`config.mk`:
```
export PLATFORM = sky130hd
export DESIGN_NAME = xor32_rand_scheduler
export DESIGN_NICKNAME = d
export VERILOG_FILES = /design/src/rtl/xor32_rand_scheduler.sv
export SDC_FILE = /design/constraint.sdc
export NUM_CORES = 1
export LEC_CHECK = 0
export CORE_MARGIN = 2
export CORE_UTILIZATION = 55
export DETAILED_ROUTE_END_ITERATION = 10
export GPL_ROUTABILITY_DRIVEN = 0
export PLACE_DENSITY = 0.92
export SLEW_MARGIN = 20
export SYNTH_ARGS = -nofsm -noshare
export SYNTH_HDL_FRONTEND = slang
export SYNTH_SLANG_ARGS = --single-unit
```
`constraint.sdc`:
```
create_clock -name iClk -period 12.25 [get_ports iClk]
set_input_delay 2.45 -clock iClk [delete_from_list [all_inputs] [get_ports iClk]]
set_output_delay 2.45 -clock iClk [all_outputs]
set_load 0.01 [all_outputs]
```
`src/rtl/xor32_rand_scheduler.sv`:
```
// One xorshift128 generator shared by NREQ requesters through a registered round-robin arbiter,
// with seed load / warm-up / run sequencing. Define XOR32_SCHED_COUNT_EN to build the oCount counter.
module xor32_rand_scheduler #(
  parameter int NREQ   = 4,
  parameter int WARMUP = 0
) (
  input  logic            iClk,
  input  logic            iRst,
  input  logic            iReseed,
  input  logic [127:0]    iSeed,
  input  logic [NREQ-1:0] iReq,
  output logic [NREQ-1:0] oGnt,
  output logic [31:0]     oRand,
  output logic            oReady,
  output logic [31:0]     oCount
);

  localparam int           PW        = (NREQ > 1) ? $clog2(NREQ) : 1;
  localparam logic [127:0] SEED_RST  = {32'd88675123, 32'd521288629, 32'd362436069, 32'd123456789};
  localparam logic [7:0]   WARM_LAST = 8'(WARMUP - 1);

  typedef enum logic [1:0] {ST_LOAD, ST_WARM, ST_RUN} state_t;

  state_t          state_q;
  logic [31:0]     x_q, y_q, z_q, w_q;
  logic [31:0]     t_d, w_d;
  logic [7:0]      warm_q;
  logic [PW-1:0]   ptr_q;
  logic [PW-1:0]   pick_hi, pick_lo, pick_d;
  logic            found_hi, found_lo, found_d;
  logic [NREQ-1:0] onehot_d;
  logic [NREQ-1:0] gnt_q;
  logic [31:0]     rand_q;
  logic            ready_q;

  always_comb begin
    t_d = x_q ^ (x_q << 11);
    w_d = w_q ^ (w_q >> 19) ^ t_d ^ (t_d >> 8);
  end

  // Round-robin: the first request above the pointer wins, otherwise the first at or below it.
  always_comb begin
    // NOTE: every combinational output gets a default first so no path can infer a latch.
    pick_hi  = '0;
    pick_lo  = '0;
    found_hi = 1'b0;
    found_lo = 1'b0;
    for (int k = 0; k < NREQ; k++) begin
      if (iReq[k]) begin
        if (PW'(k) > ptr_q) begin
          if (!found_hi) begin
            found_hi = 1'b1;
            pick_hi  = PW'(k);
          end
        end else if (!found_lo) begin
          found_lo = 1'b1;
          pick_lo  = PW'(k);
        end
      end
    end
    found_d          = found_hi | found_lo;
    pick_d           = found_hi ? pick_hi : pick_lo;
    onehot_d         = '0;
    onehot_d[pick_d] = 1'b1;
  end

  always_ff @(posedge iClk or posedge iRst) begin
    if (iRst) begin
      {w_q, z_q, y_q, x_q} <= SEED_RST;
      warm_q  <= '0;
      ptr_q   <= PW'(NREQ - 1);
      gnt_q   <= '0;
      rand_q  <= '0;
      ready_q <= 1'b0;
      if (WARMUP > 0) state_q <= ST_WARM;
      else            state_q <= ST_RUN;
    end else begin
      // NOTE: sequential state uses non-blocking assignments so every register sees pre-edge values.
      gnt_q   <= '0;
      ready_q <= 1'b0;
      case (state_q)
        ST_LOAD: begin
          if (iSeed == '0) {w_q, z_q, y_q, x_q} <= SEED_RST;
          else             {w_q, z_q, y_q, x_q} <= iSeed;
          warm_q <= '0;
          if (!iReseed) begin
            if (WARMUP > 0) begin
              state_q <= ST_WARM;
            end else begin
              state_q <= ST_RUN;
              ready_q <= 1'b1;
            end
          end
        end
        ST_WARM: begin
          if (!iReseed) begin
            {w_q, z_q, y_q, x_q} <= {w_d, w_q, z_q, y_q};
            if (warm_q == WARM_LAST) begin
              state_q <= ST_RUN;
              ready_q <= 1'b1;
            end else begin
              warm_q <= warm_q + 8'd1;
            end
          end
        end
        default: begin
          if (!iReseed) begin
            ready_q <= 1'b1;
            if (found_d) begin
              gnt_q                <= onehot_d;
              rand_q               <= w_d;
              {w_q, z_q, y_q, x_q} <= {w_d, w_q, z_q, y_q};
              ptr_q                <= pick_d;
            end
          end
        end
      endcase
      // Reseed beats any grant decision and restarts LOAD from every state.
      if (iReseed) state_q <= ST_LOAD;
    end
  end

`ifdef XOR32_SCHED_COUNT_EN
  logic [31:0] count_q;

  always_ff @(posedge iClk or posedge iRst) begin
    if (iRst)                                      count_q <= '0;
    else if (state_q == ST_LOAD)                   count_q <= '0;
    else if (state_q == ST_RUN && !iReseed && found_d) count_q <= count_q + 32'd1;
  end

  assign oCount = count_q;
`else
  assign oCount = '0;
`endif

  assign oGnt   = gnt_q;
  assign oRand  = rand_q;
  assign oReady = ready_q;

endmodule

```
==> impl_results.rst, run 1 <==
.. list-table::
   :header-rows: 1

   * - Metric
     - Value
   * - Run status
     - completed
   * - Total of hold buffers inserted after clock tree synthesis
     - 0
   * - Post-layout instance count excluding filler cells
     - 1354
   * - Worst slew margin relative to its limit
     - 0.243
   * - GRT Total Usage
     - 0.318
   * - Starting Density
     - 0.561
   * - Clock Power Share
     - 0.309
   * - Net Switching
     - 616 µW
   * - Number of buffers inserted by post-CTS setup repair
     - 0
   * - Net switching share of the total power
     - 0.311
   * - Share of synthesized registers carrying an async set or reset
     - 1.00
   * - Setup Crit Path Kind
     - input pin to register
   * - WP data required
     - 12.58 ns
   * - Final setup violating endpoints
     - 0
   * - First-pass iteration count of the detailed router
     - 6
   * - Max IR drop VDD
     - 0.133 mV
   * - Crit path cell chain
     - clkdlybuf4s50_1 -> nor4_1 -> nand4_1 -> nor4_2 -> nand2_4 -> a32oi_1
   * - Warnings from Yosys
     - 0
   * - CP max FO
     - 61
   * - Synth Register Bits
     - 168
   * - Final worst clock skew
     - 0.0109 ns
   * - Worst min path class
     - register to register
   * - Number of antenna violations at the first check in global routing
     - 0
   * - Leakage power
     - 4.54 nW
   * - Most common cell after layout, fill and taps aside
     - sky130_fd_sc_hd__nand2_1
   * - Slowest stage cell, crit path
     - sky130_fd_sc_hd__nor4_1
   * - Standard-cell row count
     - 46
   * - Max-capacitance violation count
     - 0
   * - Post-synth design cell area
     - 8910 µm²
   * - Critical Path Source Type
     - input pin
   * - Number of enable-type register cells in the synthesized netlist
     - 0
   * - Minimum clock period
     - 4.69 ns
   * - Gate count after technology mapping
     - 995
   * - Via count of the routed design
     - 8204
   * - Vias in the first global route
     - 7928
   * - Clock Root Buffer
     - sky130_fd_sc_hd__clkbuf_16
   * - Total power per unit cell area
     - 177 nW/µm²
   * - Final-layout fill cell count
     - 1119
   * - GR Layer Usage met1
     - 0.419
   * - Remaining routing DRC violations
     - 0
   * - Fraction of layout instances using a drive strength above 1
     - 0.106
   * - CTS tree
     - done
   * - Most used flip-flop cell after synthesis
     - sky130_fd_sc_hd__dfrtp_1
   * - Utilization after layout
     - 0.706
   * - Area growth from synthesis to layout
     - 25.8%
   * - Via-per-instance ratio
     - 6.06
   * - Die area
     - 17200 µm²
   * - Antenna cell count
     - 0
   * - Library cell with the largest summed area after synthesis
     - sky130_fd_sc_hd__dfrtp_1
   * - Top-Level Pins
     - 204
   * - Avg WL per Cell
     - 20.1 µm
   * - Most used cells in the layout excluding fill and tap cells
     - 235 x sky130_fd_sc_hd__nand2_1, 171 x sky130_fd_sc_hd__clkdlybuf4s50_1, 145 x sky130_fd_sc_hd__nor2_1, 104 x sky130_fd_sc_hd__dfrtp_1, 82 x sky130_fd_sc_hd__xnor2_1
   * - Mean Syn Cell Area
     - 8.95 µm²
   * - Total detailed-routing wirelength
     - 27200 µm
   * - CTS clock-pin slew for the worst setup and hold paths
     - 0.06 ns
   * - Sequential group share of total power
     - 0.399
   * - Maximum number of pins on one net before global-route repair
     - 120
   * - Count of buffering cells on the critical path with inverters included
     - 1
   * - TritonCTS Buffers
     - 17
   * - Height of the die
     - 131 µm
   * - Maximum buffer depth of the clock tree
     - 2
   * - Final Hold Viols
     - 0
   * - Portion of total power attributed to combinational logic
     - 0.291
   * - Routed Antenna Nets
     - 0
   * - Final Net Count
     - 1260
   * - # port buffers
     - 171
   * - Horizontal extent of the die
     - 131 µm
   * - Kind of end point of the critical path
     - register
   * - Sequential element share of the synthesized area
     - 0.481
   * - P_int
     - 1.37 mW
   * - Highest-utilization routing layer at the global route stage
     - met2
   * - Unrepaired setup endpoints after global routing
     - no
   * - Largest stage delay on the critical path
     - 0.55 ns
   * - Clk sinks
     - 168
   * - Upper clock frequency limit
     - 0.213 GHz
   * - GR met2 Demand/Resource
     - 0.483
   * - Clock latency of the later-clocked register in the worst-skew pair
     - 0.44 ns
   * - Post-synthesis cell type count
     - 33
   * - Estimated wirelength of the detail-placed design
     - 19200 µm
   * - H-tree depth reported by CTS
     - 4
   * - Post-CTS resize count
     - 0
   * - CP Data Arrival Time
     - 5.02 ns
   * - Slew at the pin closest to its max-slew limit
     - 1.14 ns
   * - Met3 track demand over resource in global routing
     - 0.0961
   * - Cell type group with the largest total delay on the critical path
     - simple AND/OR/NAND/NOR gates
   * - Post-synth top area share
     - 0.292
   * - Number of pins with negative max-slew slack in the final report
     - 0
   * - Floorplan core area
     - 15900 µm²
   * - Share of the clock period used by the worst path after layout
     - 0.383
   * - Aggregate global routing overflow
     - 0
   * - First-pass GRT wire length
     - 42500 µm
   * - Final total negative setup slack
     - 0 ns
   * - Cell types occupying the most area after synthesis
     - sky130_fd_sc_hd__dfrtp_1 29%, sky130_fd_sc_hd__dfstp_2 19%, sky130_fd_sc_hd__nand2_1 9.9%
   * - Placed Cells
     - 1322
   * - Initial DRC count
     - 1253
per-stage QoR:
| step | instance area, µm² | total power, mW | hold slack, ns | setup slack (ns) |
|---|---|---|---|---|
| floorplan | 9030 | 1.10 | 0.459 | 5.36 |
| global placement | 10500 | 1.33 | 0.461 | 7.06 |
| detailed placement | 10500 | 1.36 | 0.471 | 6.92 |
| CTS | 11200 | 1.97 | 0.485 | 7.30 |
| global route | 11200 | 2.06 | 0.512 | 7.43 |
| finish | 11200 | 1.98 | 0.477 | 7.56 |
cell families (layout without fill, tap and decap cells):
family / count (synthesis) / count (layout) / share of synthesized area
buffers and inverters: 102 / 214 / 0.0631
DFF: 168 / 168 / 0.481
muxes: 12 / 12 / 0.0152
AOI/OAI and AO/OA: 158 / 158 / 0.121
other: 1 / 32 / 0.000421
and+or+nand+nor: 431 / 431 / 0.199
xor gates and xnor gates: 123 / 123 / 0.121
flip-flops by register name, indices dropped and copies added, names as in the netlist:
signal and flops:
z_q 32, ptr_q 2, y_q 32, w_q 32, oRand 32, oReady 1
state_q 1, x_q 32, oGnt 4
cells in the mapped netlist, types with 2 or more instances:
cell	instances
sky130_fd_sc_hd__o21ai_0	23
sky130_fd_sc_hd__xor2_1	41
sky130_fd_sc_hd__mux2_2	12
sky130_fd_sc_hd__dfstp_2	64
sky130_fd_sc_hd__a31oi_1	47
sky130_fd_sc_hd__nor4_1	30
sky130_fd_sc_hd__buf_1	5
sky130_fd_sc_hd__a21o_1	2
sky130_fd_sc_hd__nor2b_1	3
sky130_fd_sc_hd__inv_1	4
sky130_fd_sc_hd__dfrtp_1	104
sky130_fd_sc_hd__buf_6	6
sky130_fd_sc_hd__nor4_2	4
sky130_fd_sc_hd__nand4_1	8
sky130_fd_sc_hd__a22oi_1	11
sky130_fd_sc_hd__a21oi_1	22
sky130_fd_sc_hd__nor2_1	145
sky130_fd_sc_hd__clkbuf_1	44
sky130_fd_sc_hd__buf_4	32
sky130_fd_sc_hd__buf_2	11
sky130_fd_sc_hd__nand2b_1	2
sky130_fd_sc_hd__nand2_1	235
sky130_fd_sc_hd__xnor2_1	82
sky130_fd_sc_hd__a32oi_1	49
cell type report:
type                    count  area [µm²]  share of cell area
inverters                   4        20.0             0.00179
clock inverters            12         224              0.0200
flip-flops and latches    168        4290               0.382
clock buffers              20         447              0.0398
repair buffers            178        1760               0.157
well taps                 216         270              0.0241
multi-input cells         756        4200               0.374
power by group through the flow:
stage	sequential [mW]	combinational, mW	clock (mW)
after floorplan	0.788	0.315	0
after global routing	0.802	0.622	0.638
after detailed placement	0.795	0.566	0
after CTS	0.788	0.573	0.614
final	0.791	0.578	0.613
after global placement	0.786	0.548	0
path summary, 6_finish.rpt:
check / to / startpoint / cells after the start / slack [ns]
hold reg to reg: oRand[2] / oRand[2] / 2 / 0.48
setup reg to reg: y_q[0] / state_q[1] / 3 / 9.72
min in group asynchronous: y_q[11] / iRst / 2 / 2.58
max in group asynchronous: y_q[15] / iRst / 3 / 8.24
setup / recovery: y_q[0] / iSeed[29] / 6 / 7.56
hold / removal: oRand[2] / oRand[2] / 2 / 0.48
per-layer routing:
layer	part of all wire	up-vias	routed length, µm
li1	-	3567	-
met1	0.38	3888	10400
met2	0.45	656	12200
met3	0.13	93	3440
met4	0.046	0	1240
met5	0	-	0
tightest hold or removal path, cell delays in order, from the launching register on:
cell                      delay (ns)
sky130_fd_sc_hd__dfrtp_1        0.34
sky130_fd_sc_hd__nand2_1        0.04
sky130_fd_sc_hd__o21ai_0        0.06
No activity file was read; power rests on OpenSTA's default activity.
==> inputs of run 2 (changes only) <==
--- a/config.mk
+++ b/config.mk
@@ -6,10 +6,10 @@
 export NUM_CORES = 1
 export LEC_CHECK = 0
 export CORE_MARGIN = 2
-export CORE_UTILIZATION = 55
+export CORE_UTILIZATION = 51
 export DETAILED_ROUTE_END_ITERATION = 10
 export GPL_ROUTABILITY_DRIVEN = 0
-export PLACE_DENSITY = 0.92
+export PLACE_DENSITY = 0.86
 export SLEW_MARGIN = 20
 export SYNTH_ARGS = -nofsm -noshare
 export SYNTH_HDL_FRONTEND = slang
==> constraint.sdc (replaced) <==
create_clock -name iClk -period 4.9 [get_ports iClk]
set_input_delay 0.98 -clock iClk [delete_from_list [all_inputs] [get_ports iClk]]
set_output_delay 0.98 -clock iClk [all_outputs]
set_load 0.01 [all_outputs]
==> impl_results.rst, run 2 (same netlist as run 1, synthesis figures left out) <==
.. list-table::
   :header-rows: 1

   * - Metric
     - Value
   * - WP data required
     - 5.25 ns (-7.33 ns)
   * - Most common cell after layout, fill and taps aside
     - sky130_fd_sc_hd__nand2_1
   * - P_int
     - 3.34 mW (+140%)
   * - Initial DRC count
     - 1384 (+10%)
   * - Final design area excluding fillers
     - 11300 µm² (+0.47%)
   * - Floorplan core area
     - 17200 µm² (+8.1%)
   * - Max IR drop VDD
     - 0.291 mV (+120%)
   * - CTS tree
     - done
   * - Post-placement setup slack
     - 1.31 ns (-5.61 ns)
   * - Net Switching
     - 1.53 mW (+150%)
   * - # port buffers
     - 171 (unchanged)
   * - Largest stage delay on the critical path
     - 0.56 ns (about the same)
   * - Unrepaired setup endpoints after global routing
     - no
   * - Area of the multi-input gates
     - 4200 µm² (about the same)
   * - Crit path cell chain
     - clkdlybuf4s50_1 -> nor4_1 -> nand4_1 -> nor4_2 -> nand2_2 -> buf_4 -> a32oi_1
   * - Die area
     - 18500 µm² (+7.6%)
   * - Final setup violating endpoints
     - 0 (unchanged)
   * - Final worst clock skew
     - 0.00870 ns (-0.00218 ns)
   * - Clock latency of the later-clocked register in the worst-skew pair
     - 0.44 ns (about the same)
   * - First-pass GRT wire length
     - 41100 µm (-3.4%)
   * - Worst min path class
     - register to register
   * - Via count of the routed design
     - 8055 (-1.8%)
   * - Total detailed-routing wirelength
     - 27100 µm (-0.51%)
   * - Post-layout instance count excluding filler cells
     - 1367 (+0.96%)
   * - Top-Level Pins
     - 204 (unchanged)
   * - Aggregate global routing overflow
     - 0 (unchanged)
   * - Final Hold Viols
     - 0 (unchanged)
   * - First-pass iteration count of the detailed router
     - 7 (+1)
   * - Kind of end point of the critical path
     - register
   * - CTS clock-pin slew for the worst setup and hold paths
     - 0.07 ns (about the same)
   * - Max-capacitance violation count
     - 0 (unchanged)
   * - Fraction of layout instances using a drive strength above 1
     - 0.110 (+0.00410)
   * - Maximum number of pins on one net before global-route repair
     - 102 (-15%)
   * - Final Net Count
     - 1263 (+0.24%)
   * - Clock Power Share
     - 0.300 (-0.009)
   * - Post-detailed-placement cell area
     - 10600 µm² (+0.62%)
   * - Minimum clock period
     - 3.23 ns
   * - Post-CTS resize count
     - 0 (unchanged)
   * - CP max FO
     - 43 (-30%)
   * - Upper clock frequency limit
     - 0.309 GHz
   * - Number of antenna violations at the first check in global routing
     - 0 (unchanged)
   * - H-tree depth reported by CTS
     - 4 (unchanged)
   * - Flip-flop and latch area
     - 4290 µm² (unchanged)
   * - Height of the die
     - 136 µm (+3.7%)
   * - Clock Root Buffer
     - sky130_fd_sc_hd__clkbuf_16
   * - Area growth from synthesis to layout
     - 26.4%
   * - Count of buffering cells on the critical path with inverters included
     - 2 (+1)
   * - Avg WL per Cell
     - 19.8 µm (-1.5%)
   * - Total of hold buffers inserted after clock tree synthesis
     - 0 (unchanged)
   * - Run status
     - completed
   * - Final total negative setup slack
     - 0 ns (unchanged)
   * - Starting Density
     - 0.519 (-0.0422)
   * - Final-layout fill cell count
     - 1348 (+20%)
   * - Reg2reg setup slack
     - 2.23 ns (-7.49 ns)
   * - Leakage power
     - 4.52 nW (-0.39%)
   * - Portion of total power attributed to combinational logic
     - 0.293 (+0.002)
   * - Setup Crit Path Kind
     - input pin to register
   * - Vias in the first global route
     - 7406 (-6.6%)
   * - Slowest stage cell, crit path
     - sky130_fd_sc_hd__nor4_1
   * - Clk sinks
     - 168 (unchanged)
   * - Most used cells in the layout excluding fill and tap cells
     - 234 x sky130_fd_sc_hd__nand2_1, 171 x sky130_fd_sc_hd__clkdlybuf4s50_1, 145 x sky130_fd_sc_hd__nor2_1, 104 x sky130_fd_sc_hd__dfrtp_1, 82 x sky130_fd_sc_hd__xnor2_1
   * - Number of buffers inserted by post-CTS setup repair
     - 0 (unchanged)
   * - Cell type group with the largest total delay on the critical path
     - simple AND/OR/NAND/NOR gates
   * - Total power per unit cell area
     - 433 nW/µm² (+140%)
   * - Slew at the pin closest to its max-slew limit
     - 0.948 ns (-0.188 ns)
   * - Critical Path Source Type
     - input pin
   * - TritonCTS Buffers
     - 17 (unchanged)
   * - Sequential group share of total power
     - 0.407 (+0.008)
   * - Estimated wirelength of the detail-placed design
     - 19400 µm (+0.80%)
   * - Net switching share of the total power
     - 0.314 (+0.00330)
   * - Worst slew margin relative to its limit
     - 0.366 (+0.123)
   * - Placed Cells
     - 1333 (+0.83%)
   * - Via-per-instance ratio
     - 5.89 (-2.7%)
   * - Setup WS post-layout
     - 1.67 ns (-5.89 ns)
   * - Routed Antenna Nets
     - 0 (unchanged)
   * - GRT Total Usage
     - 0.297 (-0.0211)
   * - Number of pins with negative max-slew slack in the final report
     - 0 (unchanged)
   * - Standard-cell row count
     - 48 (+4.3%)
   * - Share of the clock period used by the worst path after layout
     - 0.660
   * - Overall power of the completed layout
     - 4.87 mW (+150%)
   * - Maximum buffer depth of the clock tree
     - 2 (unchanged)
   * - Horizontal extent of the die
     - 136 µm (+3.7%)
   * - Remaining routing DRC violations
     - 0 (unchanged)
   * - CP Data Arrival Time
     - 3.58 ns (-1.44 ns)
[run 2: cell count changes in the layout (fill, tap and decap cells not counted), sizes merged]
cell	before	now
clkinv	5	1
diode	0	1
buf	7	10
clkbuf	20	21
clkinvlp	1	7
inv	4	3
bufinv	6	4
[run 2: cell type report]
cell class	instances	area share
Multi-Input combinational cell	756	0.372
Timing Repair Buffer	181	0.163
Sequential cell	168	0.381
Antenna cell	1	0.000222
Tap cell	225	0.0250
Clock inverter	11	0.0151
Inverter	4	0.00167
Clock buffer	21	0.0418
[run 2: routing by layer]
metal	global-route usage	part of all wire
met1	0.418	0.40
met2	0.450	0.46
met3	0.0582	0.11
met4	0.122	0.035
met5	0	0
[run 2: power by group through the flow]
stage / clock (mW) / sequential [mW] / combinational, mW
after floorplan: 0 / 1.97 / 0.788
after global placement: 0 / 1.98 / 1.37
final: 1.46 / 1.98 / 1.43
after CTS: 1.46 / 1.97 / 1.42
after detailed placement: 0 / 1.99 / 1.41
after global routing: 1.52 / 2.01 / 1.55
[run 2: worst reg2reg max path, delay by kind of cell (launching register included)]
kind | cells | cell delay (ns)
flip-flops | 1 | 1.20
AND/OR/NAND/NOR | 1 | 0.81
multiplexers | 1 | 0.54
[run 2: worst paths after layout]
| check | start | to | cells after the start |
|---|---|---|---|
| worst max-delay path | iSeed[101] | x_q[15] | 7 |
| worst min-delay path | oRand[13] | oRand[13] | 2 |
| worst max register to register | state_q[1] | oRand[28] | 2 |
| worst min register to register | oRand[13] | oRand[13] | 2 |
| max in group asynchronous | iRst | w_q[19] | 3 |
| min in group asynchronous | iRst | y_q[13] | 2 |
[run 2: through the flow]
step	utilization	hold WS [ns]
floorplan	-	0.459
global placement	0.617	0.463
detailed placement	0.617	0.470
CTS	0.654	0.484
global route	0.656	0.507
finish	0.656	0.479
==> inputs of run 3 (changes only) <==
==> constraint.sdc (replaced) <==
create_clock -name iClk -period 3.3 [get_ports iClk]
set_input_delay 0.66 -clock iClk [delete_from_list [all_inputs] [get_ports iClk]]
set_output_delay 0.66 -clock iClk [all_outputs]
set_load 0.01 [all_outputs]
==> impl_results.rst, run 3 (same netlist as run 1, synthesis figures left out) <==
.. list-table::
   :header-rows: 1

   * - Metric
     - Value
   * - Max-capacitance violation count
     - 0 (unchanged)
   * - Via count of the routed design
     - 8068 (+0.16%)
   * - Hold-critical path endpoint
     - oRand[15]
   * - Total of hold buffers inserted after clock tree synthesis
     - 0 (unchanged)
   * - Unrepaired setup endpoints after global routing
     - no
   * - Avg WL per Cell
     - 19.6 µm (-1.1%)
   * - Overall power of the completed layout
     - 7.28 mW (+49%)
   * - R2R depth
     - 3 (+1)
   * - Critical Path Source Type
     - input pin
   * - Top-Level Pins
     - 204 (unchanged)
   * - Height of the die
     - 136 µm (unchanged)
   * - Maximum buffer depth of the clock tree
     - 2 (unchanged)
   * - Count of buffering cells on the critical path with inverters included
     - 2 (unchanged)
   * - Largest stage delay on the critical path
     - 0.69 ns (+0.13 ns)
   * - CTS clock-pin slew for the worst setup and hold paths
     - 0.06 ns (about the same)
   * - Maximum number of pins on one net before global-route repair
     - 155 (+52%)
   * - Total detailed-routing wirelength
     - 26900 µm (-0.55%)
   * - CP max FO
     - 36 (-16%)
   * - Worst min path class
     - register to register
   * - Slowest stage cell, crit path
     - sky130_fd_sc_hd__nor4_1
   * - Floorplan core area
     - 17200 µm² (unchanged)
   * - Worst hold path stage count
     - 2 (unchanged)
   * - Highest-utilization routing layer at the global route stage
     - met2
   * - Post-CTS resize count
     - 0 (unchanged)
   * - Setup Crit Path Kind
     - input pin to register
   * - Reg2reg setup slack
     - 1.27 ns (-0.96 ns)
   * - Utilization after layout
     - 0.662 (+0.00612)
   * - Most common cell after layout, fill and taps aside
     - sky130_fd_sc_hd__nand2_1
   * - Vias in the first global route
     - 7624 (+2.9%)
   * - GRT Total Usage
     - 0.298 (+0.00166)
   * - Total power per unit cell area
     - 641 nW/µm² (+48%)
   * - Post-detailed-placement cell area
     - 10700 µm² (+1.1%)
   * - Capturing point of the worst reg2reg path
     - oRand[28]
   * - CP Data Arrival Time
     - 3.07 ns (-0.51 ns)
   * - Min-delay src
     - oRand[15]
   * - Remaining routing DRC violations
     - 0 (unchanged)
   * - Initial DRC count
     - 1100 (-21%)
   * - Aggregate global routing overflow
     - 0 (unchanged)
   * - Die area
     - 18500 µm² (unchanged)
   * - Number of buffers inserted by post-CTS setup repair
     - 0 (unchanged)
   * - CTS tree
     - done
   * - Final Net Count
     - 1271 (+0.63%)
   * - Clk sinks
     - 168 (unchanged)
   * - Routed Antenna Nets
     - 0 (unchanged)
   * - Final design area excluding fillers
     - 11400 µm² (+0.93%)
   * - Via-per-instance ratio
     - 5.87 (-0.35%)
   * - First-pass iteration count of the detailed router
     - 8 (+1)
   * - Estimated wirelength of the detail-placed design
     - 19600 µm (+1.2%)
   * - Final worst clock skew
     - 0.0102 ns (+0.00152 ns)
   * - Final Hold Viols
     - 0 (unchanged)
   * - GR met2 Demand/Resource
     - 0.443 (-0.00670)
   * - Run status
     - completed
   * - Upper clock frequency limit
     - 0.366 GHz
   * - Antenna cell count
     - 0 (-1)
   * - Area growth from synthesis to layout
     - 27.6%
   * - # port buffers
     - 171 (unchanged)
   * - H-tree depth reported by CTS
     - 4 (unchanged)
   * - Number of pins with negative max-slew slack in the final report
     - 0 (unchanged)
   * - Fraction of layout instances using a drive strength above 1
     - 0.117 (+0.00619)
   * - Share of the clock period used by the worst path after layout
     - 0.828
   * - Slew at the pin closest to its max-slew limit
     - 0.760 ns (-0.187 ns)
   * - Max IR drop VDD
     - 0.481 mV (+65%)
   * - Starting Density
     - 0.519 (unchanged)
   * - Leakage power
     - 4.59 nW (+1.6%)
   * - TritonCTS Buffers
     - 17 (unchanged)
   * - Horizontal extent of the die
     - 136 µm (unchanged)
   * - Met3 track demand over resource in global routing
     - 0.0712 (+0.0130)
   * - First-pass GRT wire length
     - 41600 µm (+1.3%)
   * - Kind of end point of the critical path
     - register
   * - Final setup violating endpoints
     - 0 (unchanged)
   * - Worst slew margin relative to its limit
     - 0.487 (+0.121)
   * - Minimum clock period
     - 2.73 ns
   * - Cell type group with the largest total delay on the critical path
     - simple AND/OR/NAND/NOR gates
   * - Most used cells in the layout excluding fill and tap cells
     - 234 x sky130_fd_sc_hd__nand2_1, 171 x sky130_fd_sc_hd__clkdlybuf4s50_1, 145 x sky130_fd_sc_hd__nor2_1, 104 x sky130_fd_sc_hd__dfrtp_1, 82 x sky130_fd_sc_hd__xnor2_1
   * - Number of antenna violations at the first check in global routing
     - 0 (unchanged)
   * - Standard-cell row count
     - 48 (unchanged)
   * - Final total negative setup slack
     - 0 ns (unchanged)
   * - Crit path cell chain
     - clkdlybuf4s50_1 -> nor4_1 -> nand4_1 -> nor4_2 -> nand2_2 -> buf_4 -> a32oi_1
   * - Clock latency of the later-clocked register in the worst-skew pair
     - 0.43 ns (about the same)
   * - GR Layer Usage met1
     - 0.408 (-0.0106)
   * - Clock Root Buffer
     - sky130_fd_sc_hd__clkbuf_16
   * - WP data required
     - 3.64 ns (-1.61 ns)
   * - Reg2Reg Launch Point
     - state_q[1]
==> run 3: changes by cell type in the layout (fill, tap and decap cells not counted) <==
cell,change
sky130_fd_sc_hd__buf_4,+5
sky130_fd_sc_hd__buf_12,+3
sky130_fd_sc_hd__diode_2,-1
sky130_fd_sc_hd__clkinv_4,+3
sky130_fd_sc_hd__clkbuf_8,+1
sky130_fd_sc_hd__clkinvlp_4,-4
==> run 3: through the flow <==
stage | std cells | hold slack [ns] | setup WS [ns]
4_1_cts | 1374 | 0.488 | 0.675
3_3_place_gp | 1342 | 0.462 | 0.371
6_report | 1374 | 0.485 | 0.567
5_1_grt | 1374 | 0.512 | 0.607
3_5_place_dp | 1342 | 0.470 | 0.277
2_1_floorplan | 1026 | 0.459 | 0.552
==> run 3: worst max-delay path by stage <==
stage          cells after the start  startpoint       to
5_1_grt                            7   iSeed[38]  z_q[11]
3_5_place_dp                       7   iSeed[38]  x_q[15]
4_1_cts                            7   iSeed[38]   y_q[7]
6_report                           7   iSeed[38]   y_q[7]
3_3_place_gp                       7   iSeed[38]  x_q[26]
2_1_floorplan                      1        iRst  oGnt[0]
==> run 3: tightest hold or removal path, stage by stage (launching register included) <==
cell	delay (ns)
sky130_fd_sc_hd__dfrtp_1	0.35
sky130_fd_sc_hd__nand2_1	0.05
sky130_fd_sc_hd__o21ai_0	0.06
==> run 3: final cells by class <==
type	instances	area, µm²
Inverter	4	18.8
Sequential cell	168	4290
Timing Repair Buffer	189	1930
Clock inverter	10	166
Tap cell	225	282
Clock buffer	22	484
Multi-Input combinational cell	756	4200
Fill cell	1323	5810
==> run 3: layer usage <==
metal  vias up  part of all wire
met5         -                 0
li1       3588                 -
met2       503              0.45
met3        75              0.11
met1      3902              0.40
met4         0             0.050
==> run 3: power by group <==
part | leakage (nW) | internal (mW) | switching, mW
Clock | 0.313 | 1.35 | 0.844
Combinational | 2.39 | 1.09 | 1.06
Sequential | 1.89 | 2.55 | 0.379
